===== config.mk =====
export PLATFORM = sky130hd
export DESIGN_NAME = if_fetch
export DESIGN_NICKNAME = d
export VERILOG_FILES = /design/src/rtl/if_fetch.sv
export SDC_FILE = /design/constraint.sdc
export NUM_CORES = 1
export LEC_CHECK = 0
export ABC_AREA = 1
export BUFFER_PORTS_ARGS = -buffer_cell sky130_fd_sc_hd__buf_2
export CORE_MARGIN = 5
export CORE_UTILIZATION = 30
export CTS_CLUSTER_DIAMETER = 150
export DETAILED_ROUTE_END_ITERATION = 6
export PLACE_DENSITY = 0.57
export SLEW_MARGIN = 20
export SYNTH_ARGS = -nofsm -noshare
export SYNTH_HDL_FRONTEND = slang
export SYNTH_SLANG_ARGS = --single-unit

===== constraint.sdc =====
create_clock -name clk -period 4.7 [get_ports clk]
set_input_delay 0.47 -clock clk [delete_from_list [all_inputs] [get_ports clk]]
set_output_delay 0.47 -clock clk [all_outputs]
set_load 0.02 [all_outputs]

===== src/rtl/if_fetch.sv =====
// Instruction-fetch stage: owns the PC, runs a req/ack handshake to instruction memory
// and presents if_pc/if_inst to the IF/ID latch, with delay-slot branches and flush restart.
module if_fetch #(
    parameter logic [31:0] RESET_PC = 32'h0000_0000
) (
    input  logic        clk,
    input  logic        rst,
    input  logic [5:0]  stall,
    input  logic        flush,
    input  logic [31:0] new_pc,
    input  logic        branch_flag_i,
    input  logic [31:0] branch_target_i,
    output logic        inst_req,
    output logic [31:0] inst_addr,
    input  logic        inst_ack,
    input  logic [31:0] inst_rdata,
    output logic [31:0] if_pc,
    output logic [31:0] if_inst,
    output logic        stallreq_if
);

    typedef enum logic [1:0] {
        S_RESET,
        S_FETCH,
        S_VALID,
        S_DROP
    } state_t;

    state_t      r_state, w_state;
    logic [31:0] r_pc, w_pc;
    logic [31:0] r_buf, w_buf;
    logic [31:0] r_redir, w_redir;
    logic        r_br_pend, w_br_pend;
    logic [31:0] r_br_tgt, w_br_tgt;

    logic        w_req;
    logic        w_branch;
    logic [31:0] w_new_pc_al;
    logic [31:0] w_tgt_al;
    logic        w_unused;

    assign w_new_pc_al = {new_pc[31:2], 2'b00};
    assign w_tgt_al    = {branch_target_i[31:2], 2'b00};
    assign w_req       = (r_state == S_FETCH) || (r_state == S_DROP);
    assign w_branch    = branch_flag_i && !stall[2];
    assign w_unused    = &{1'b0, stall[5:3], stall[0], new_pc[1:0], branch_target_i[1:0]};

    always_comb begin
        w_state   = r_state;
        w_pc      = r_pc;
        w_buf     = r_buf;
        w_redir   = r_redir;
        w_br_pend = r_br_pend;
        w_br_tgt  = r_br_tgt;
        if (flush) begin
            // An unacked request cannot be withdrawn, so it is drained in S_DROP first.
            w_br_pend = 1'b0;
            if (w_req && !inst_ack) begin
                w_redir = w_new_pc_al;
                w_state = S_DROP;
            end else begin
                w_pc    = w_new_pc_al;
                w_state = S_FETCH;
            end
        end else begin
            if (w_branch) begin
                w_br_pend = 1'b1;
                w_br_tgt  = w_tgt_al;
            end
            case (r_state)
                S_RESET: w_state = S_FETCH;
                S_FETCH: begin
                    if (inst_ack) begin
                        w_buf   = inst_rdata;
                        w_state = S_VALID;
                    end
                end
                S_VALID: begin
                    if (!stall[1]) begin
                        if (w_branch)
                            w_pc = w_tgt_al;
                        else if (r_br_pend)
                            w_pc = r_br_tgt;
                        else
                            w_pc = r_pc + 32'd4;
                        w_br_pend = 1'b0;
                        w_state   = S_FETCH;
                    end
                end
                S_DROP: begin
                    if (inst_ack) begin
                        w_pc    = r_redir;
                        w_state = S_FETCH;
                    end
                end
                default: w_state = S_RESET;
            endcase
        end
    end

    always_ff @(posedge clk) begin
        if (rst) begin
            r_state   <= S_RESET;
            r_pc      <= {RESET_PC[31:2], 2'b00};
            r_buf     <= '0;
            r_redir   <= '0;
            r_br_pend <= 1'b0;
            r_br_tgt  <= '0;
        end else begin
            r_state   <= w_state;
            r_pc      <= w_pc;
            r_buf     <= w_buf;
            r_redir   <= w_redir;
            r_br_pend <= w_br_pend;
            r_br_tgt  <= w_br_tgt;
        end
    end

    assign inst_req    = w_req;
    assign inst_addr   = w_req ? r_pc : '0;
    assign if_pc       = (r_state == S_VALID) ? r_pc : '0;
    assign if_inst     = (r_state == S_VALID) ? r_buf : '0;
    assign stallreq_if = w_req;

endmodule


After elaboration in Yosys (flattened, before gate mapping)
Index checks and enable logic that the tools add are counted.
{"block": "totals", "reg_bits": 127, "output_inout_bits": 98, "inputBits": 107, "elab_cells": 47}
{"block": "classes", "n_reduce_logical": 13, "addsub": 1, "mux": 19, "eq_ne": 7, "bitwise": 1}
{"op": "32-bit 2-to-1 mux", "count": 9}
{"op": "32-bit one-hot mux with 2 select lines", "count": 1}
{"op": "32-bit by 3-bit adder with 32-bit output, second input constant", "count": 1}
{"op": "2-bit 2-to-1 mux", "count": 5}
{"op": "3-bit inequality test, second input constant", "count": 3}
{"op": "2-bit one-hot mux with 4 select lines", "count": 1}
{"op": "3-bit AND reduction", "count": 2}
{"op": "2-bit equality test, second input constant", "count": 2}
{"op": "2-bit AND reduction", "count": 2}
{"op": "4-bit AND reduction", "count": 1}
{"op": "1-bit 2-to-1 mux", "count": 3}
{"op": "3-bit nonzero test", "count": 1}
{"op": "2-bit by 1-bit equality test with 1-bit output, second input constant", "count": 1}
{"op": "1-bit logical AND", "count": 2}
{"op": "1-bit logical NOT", "count": 2}
{"op": "2-bit logical NOT", "count": 1}
{"op": "2-bit inequality test, second input constant", "count": 1}
{"op": "2-bit OR reduction", "count": 1}
{"op": "1-bit logical OR", "count": 1}
{"op": "1-bit NOT", "count": 1}

Longest topological paths before layout
{"block": "depth", "depth_word": 6, "mapped_depth": 14}

Worst setup path after synthesis
OpenSTA, ideal clock, no wires.
{"block": "synth_timing", "kind": "reg-to-reg", "from": "register r_pc[3]", "to": "register r_pc[26]", "arrival_time_ns": 1.497, "stages_incl_launch_ff": 15, "required_time_ns": 4.568, "path_slack_ns": 3.071, "path_buffers": 0, "cell_sequence": "dfxtp_1 ha_1 nand2_2 nor2_2 nand2_4 nor2_4 nand2_1 nand2_1 nand3_1 nand2_1 nand2_1 nand2_1 nand2_1 nand2_1 a21oi_2"}
{"block": "synth_via", "elab_chain_len": 6}
{"element": "from (decl)", "line": "30", "rtl": "logic [31:0] r_pc, w_pc;"}
{"element": "from (signal assigned)", "line": "104", "rtl": "r_pc <= {RESET_PC[31:2], 2'b00};"}
{"element": "from (signal assigned)", "line": "111", "rtl": "r_pc <= w_pc;"}
{"element": "32-bit by 3-bit adder with 32-bit output", "line": "85", "rtl": "w_pc = r_pc + 32'd4;"}
{"element": "32-bit 2-to-1 mux", "line": "82", "rtl": "else if (r_br_pend)"}
{"element": "32-bit 2-to-1 mux", "line": "80", "rtl": "if (w_branch)"}
{"element": "32-bit 2-to-1 mux", "line": "79", "rtl": "if (!stall[1]) begin"}
{"element": "32-bit one-hot mux with 2 select lines", "line": "70", "rtl": "case (r_state)"}
{"element": "32-bit 2-to-1 mux", "line": "55", "rtl": "if (flush) begin"}
No other way between the ends. The select of a mux whose other input is x is not followed.
A chain may end at the register's enable or synchronous reset.

Final worst setup path
{"block": "layout_timing", "from": "register r_state[0]", "to": "output port if_inst[1]"}
{"block": "layout_via", "elab_chain_len": 2}
{"element": "from (decl)", "line": "29", "rtl": "state_t r_state, w_state;"}
{"element": "from (signal assigned)", "line": "110", "rtl": "r_state <= w_state;"}
{"element": "2-bit equality test", "line": "122", "rtl": "assign if_inst = (r_state == S_VALID) ? r_buf : '0;"}
{"element": "32-bit 2-to-1 mux", "line": "122"}
{"element": "to (decl)", "line": "18", "rtl": "output logic [31:0] if_inst,"}
No other way between the ends.

==> results.md <==
| Result | Reported |
|---|---|
| End of the worst register-to-register path | r_pc[29] |
| TritonCTS Sinks | 125 |
| Top cells by count, synth | nand2_1, inv_1, nor2_1, a21oi_1, dfxtp_1 |
| Number of buffers on the longest clock path | 2 |
| Worst clock skew on the final layout | 0.00987 ns |
| Buffer cell driving the clock tree root | clkbuf_16 |
| Core Footprint | 23600 sq um |
| Maximum number of pins on one net before global-route repair | 79 |
| Number of antenna violations at the first check in global routing | 6 |
| Number of routed nets with antenna violations | 0 |
| Crit path time final | 2.88 ns |
| End point of the worst hold path | r_br_tgt[24] |
| Layout net count | 1417 |
| Number of distinct library cell variants in the gate-level netlist after synthesis | 38 |
| Layout Area Growth over Synthesis | 23.9% |
| Synth top area cells | dfxtp_1, nand2_1, a21oi_1 |
| Avg WL per Cell | 16.0 um |
| Total I/O pin count | 205 |
| Class of the most critical setup path | reg -> out |
| List of cells traversed by the critical path | buf_4, nor2_1, inv_2, buf_4, nor2_1, buf_2 |
| Post-synth design cell area | 7240 sq um |
| Final Non-Filler Cells | 1642 |
| Portion of the post-synthesis area used by sequential elements | 34.6% |
| Number of global-route vias before repair | 7076 |
| CP top delay family | buffers and inverters |
| Critical R2R Launch | r_state[0] |
| Hold Crit Depth | 3 |
| Most used flip-flop cell after synthesis | dfxtp_1 |
| Residual DRC | 0 |
| Leak | 4.19 nW |
| Reg clk slew, reported paths | 0.06 ns |
| Wire length of the first global-routing pass | 39.5 mm |
| Highest fanout seen on the critical path | 46 |
| Placed cell count | 1609 |
| Total of flip-flops plus latches after synthesis | 125 |
| Final hold violations | 0 |
| Total number of vias | 7857 |
| Number of flops mapped to enable cells by yosys | 0 |
| Number of search-and-repair iterations in the first detailed-routing pass | 7 |
| WL final | 26.2 mm |
| Initial standard-cell utilization of the core | 30.7% |
| Min-delay worst type | in -> reg |
| Max transition margin | 26.2% |
| TritonCTS buffer count | 17 |
| Crit share post-route | 61.3% |
| Outcome | complete, no violations |
| Cell type with the largest total area after synthesis | dfxtp_1 |
| Layout cells sized above 1 | 21.3% |
| Unrepaired setup endpoints after global routing | false |
| Setup slack, reg-to-reg | 2.36 ns |
| Number of buffers and inverters on the critical path | 4 |
| Crit path required time | 4.23 ns |
| Post-route setup TNS | 0 ns |
| Path depth of the worst reg2reg path | 9 |
| Min-delay src | branch_target_i[24] |
| Peak Freq | 347 MHz |
| Area of all placed cells without fillers | 8960 sq um |
| Total of max-cap violations | 0 |
| PortBufs | 192 |
| Per-cell via count in the routed design | 4.79 |
| Critical Path Max Stage Delay | 0.51 ns |
| Postcts setup bufs | 0 |
| Dominant cell by count in the synthesized netlist | nand2_1 |
| CTS H-Tree Depth | 4 |
| # hold bufs at CTS | 0 |
| Number of rows in the core area | 56 |
| Vertical extent of the die | 165 um |
| Tightest Pin Transition | 1.11 ns |
| Number of pins with negative max-slew slack in the final report | 0 |
| Syn. warnings | 0 |
| Power Density | 342 nW/um^2 |
| Cts repair resizes | 0 |
| Fillcell total | 2541 |
| Clock latency on the worst-skew pair | 0.43 ns |
| Total setup violations reported at the end of the flow | 0 |
| Detail Placement HPWL | 18.1 mm |
| Starting DRT DRC Count | 547 |
| Endpoint kind of the worst setup timing path | output pin |
| Final weighted congestion in routability-driven placement | 0.895 |
| Data arrival, critical path | 2.41 ns |
| Area after DPL | 8360 sq um |
| Residual overflow from global routing | 0 |
| Floorplan die area | 27300 sq um |
| Die X | 165 um |
| Share of flip-flops with an asynchronous set or reset | 0% |
| Highest-delay cell along the critical path | buf_4 |
| Post-synthesis average cell area | 6.21 sq um |
| Area share of the largest cell type after synthesis | 34.6% |
| Cells after synthesis | 1166 |
| CTS tree | built |
| GRT Resource Usage Total | 18.6% |
| Launching element type of the critical path | flop |
| Maximum vdd ir drop | 0.000222 V |
[worst max path at each step]
| stage | from | depth (start not counted) | slack, ns | end |
|---|---|---|---|---|
| 3_3_place_gp | stall[2] | 8 | 1.87 | r_pc[20] |
| 6_report | r_state[0] | 6 | 1.82 | if_inst[1] |
| 4_1_cts | r_state[0] | 6 | 1.77 | if_pc[2] |
| 2_1_floorplan | r_pc[3] | 14 | 3.07 | r_pc[26] |
| 5_1_grt | r_state[0] | 6 | 1.69 | if_pc[2] |
| 3_5_place_dp | stall[2] | 8 | 1.84 | r_pc[20] |
[final cells by class]
| type | instances | area, sq um | area share, % |
|---|---|---|---|
| diodes | 1 | 2.50 | 0.0279 |
| clock buffers | 18 | 439 | 4.90 |
| clock inverters | 14 | 161 | 1.80 |
| inverters | 167 | 627 | 6.99 |
| multi-input cells | 795 | 3790 | 42.3 |
| flip-flops and latches | 125 | 2500 | 27.9 |
| well taps | 319 | 399 | 4.45 |
| repair buffers | 203 | 1040 | 11.6 |
[report_power, final]
part	internal, mW	switching, mW
logic	0.165	0.342
registers	1.13	0.0668
clock network	0.807	0.558
total	2.10	0.966
[metal layers]
metal / vias to the layer above / global-route usage (%) / part of all wire [%] / routed length (um)
li1: 3981 / - / - / -
met1: 3588 / 25.7 / 47 / 12300
met2: 236 / 28.7 / 44 / 11600
met3: 40 / 4.44 / 6.8 / 1780
met4: 12 / 5.47 / 1.8 / 460
met5: - / 0 / 0.29 / 75
[sequential cells by signal, summed over array words and instances, names as in the netlist]
register / flops
r_br_pend: 1
r_br_tgt: 30
r_buf: 32
r_pc: 30
r_redir: 30
r_state: 2
[layout by cell type, fill, tap and decap left out, drive strengths merged, types with 2 or more instances in the layout]
| cell type | instances |
|---|---|
| conb | 4 |
| buf | 203 |
| o221ai | 2 |
| nand4 | 3 |
| o211ai | 4 |
| a21oi | 139 |
| nor2 | 166 |
| xor2 | 7 |
| o21bai | 2 |
| clkbuf | 18 |
| inv | 171 |
| dfxtp | 125 |
| o21ai | 95 |
| nor3 | 5 |
| clkinvlp | 2 |
| a221oi | 2 |
| nand2 | 253 |
| a211oi | 25 |
| a31oi | 2 |
| nand3 | 73 |
| or2 | 7 |
| clkinv | 6 |
| bufinv | 2 |
[metrics by stage]
stage          hold WS [ns]  util, %  power [mW]  worst slack, ns
6_report              0.328     38.0        3.06             1.82
3_3_place_gp          0.435     35.4        1.72             1.87
4_1_cts               0.315     37.9        3.09             1.77
5_1_grt               0.332     38.0        3.20             1.69
3_5_place_dp          0.446     35.4        1.72             1.84
2_1_floorplan         0.424        -        1.53             3.07
[cells by family after synthesis]
kind of cell	after synthesis	share of synthesized area, %
AO/OA/AOI/OAI	273	20.4
XOR/XNOR	7	0.847
adder cells (fa/ha/maj)	1	0.173
buffers and inverters	249	13.4
flip-flops	125	34.6
other	1	0.0518
AND/OR/NAND/NOR	510	30.5
[worst min-delay path, stage by stage]
cell and delay (ns):
buf_2 0.11, nand3_1 0.07, a21oi_1 0.06
(Power assumes the default switching activity.)
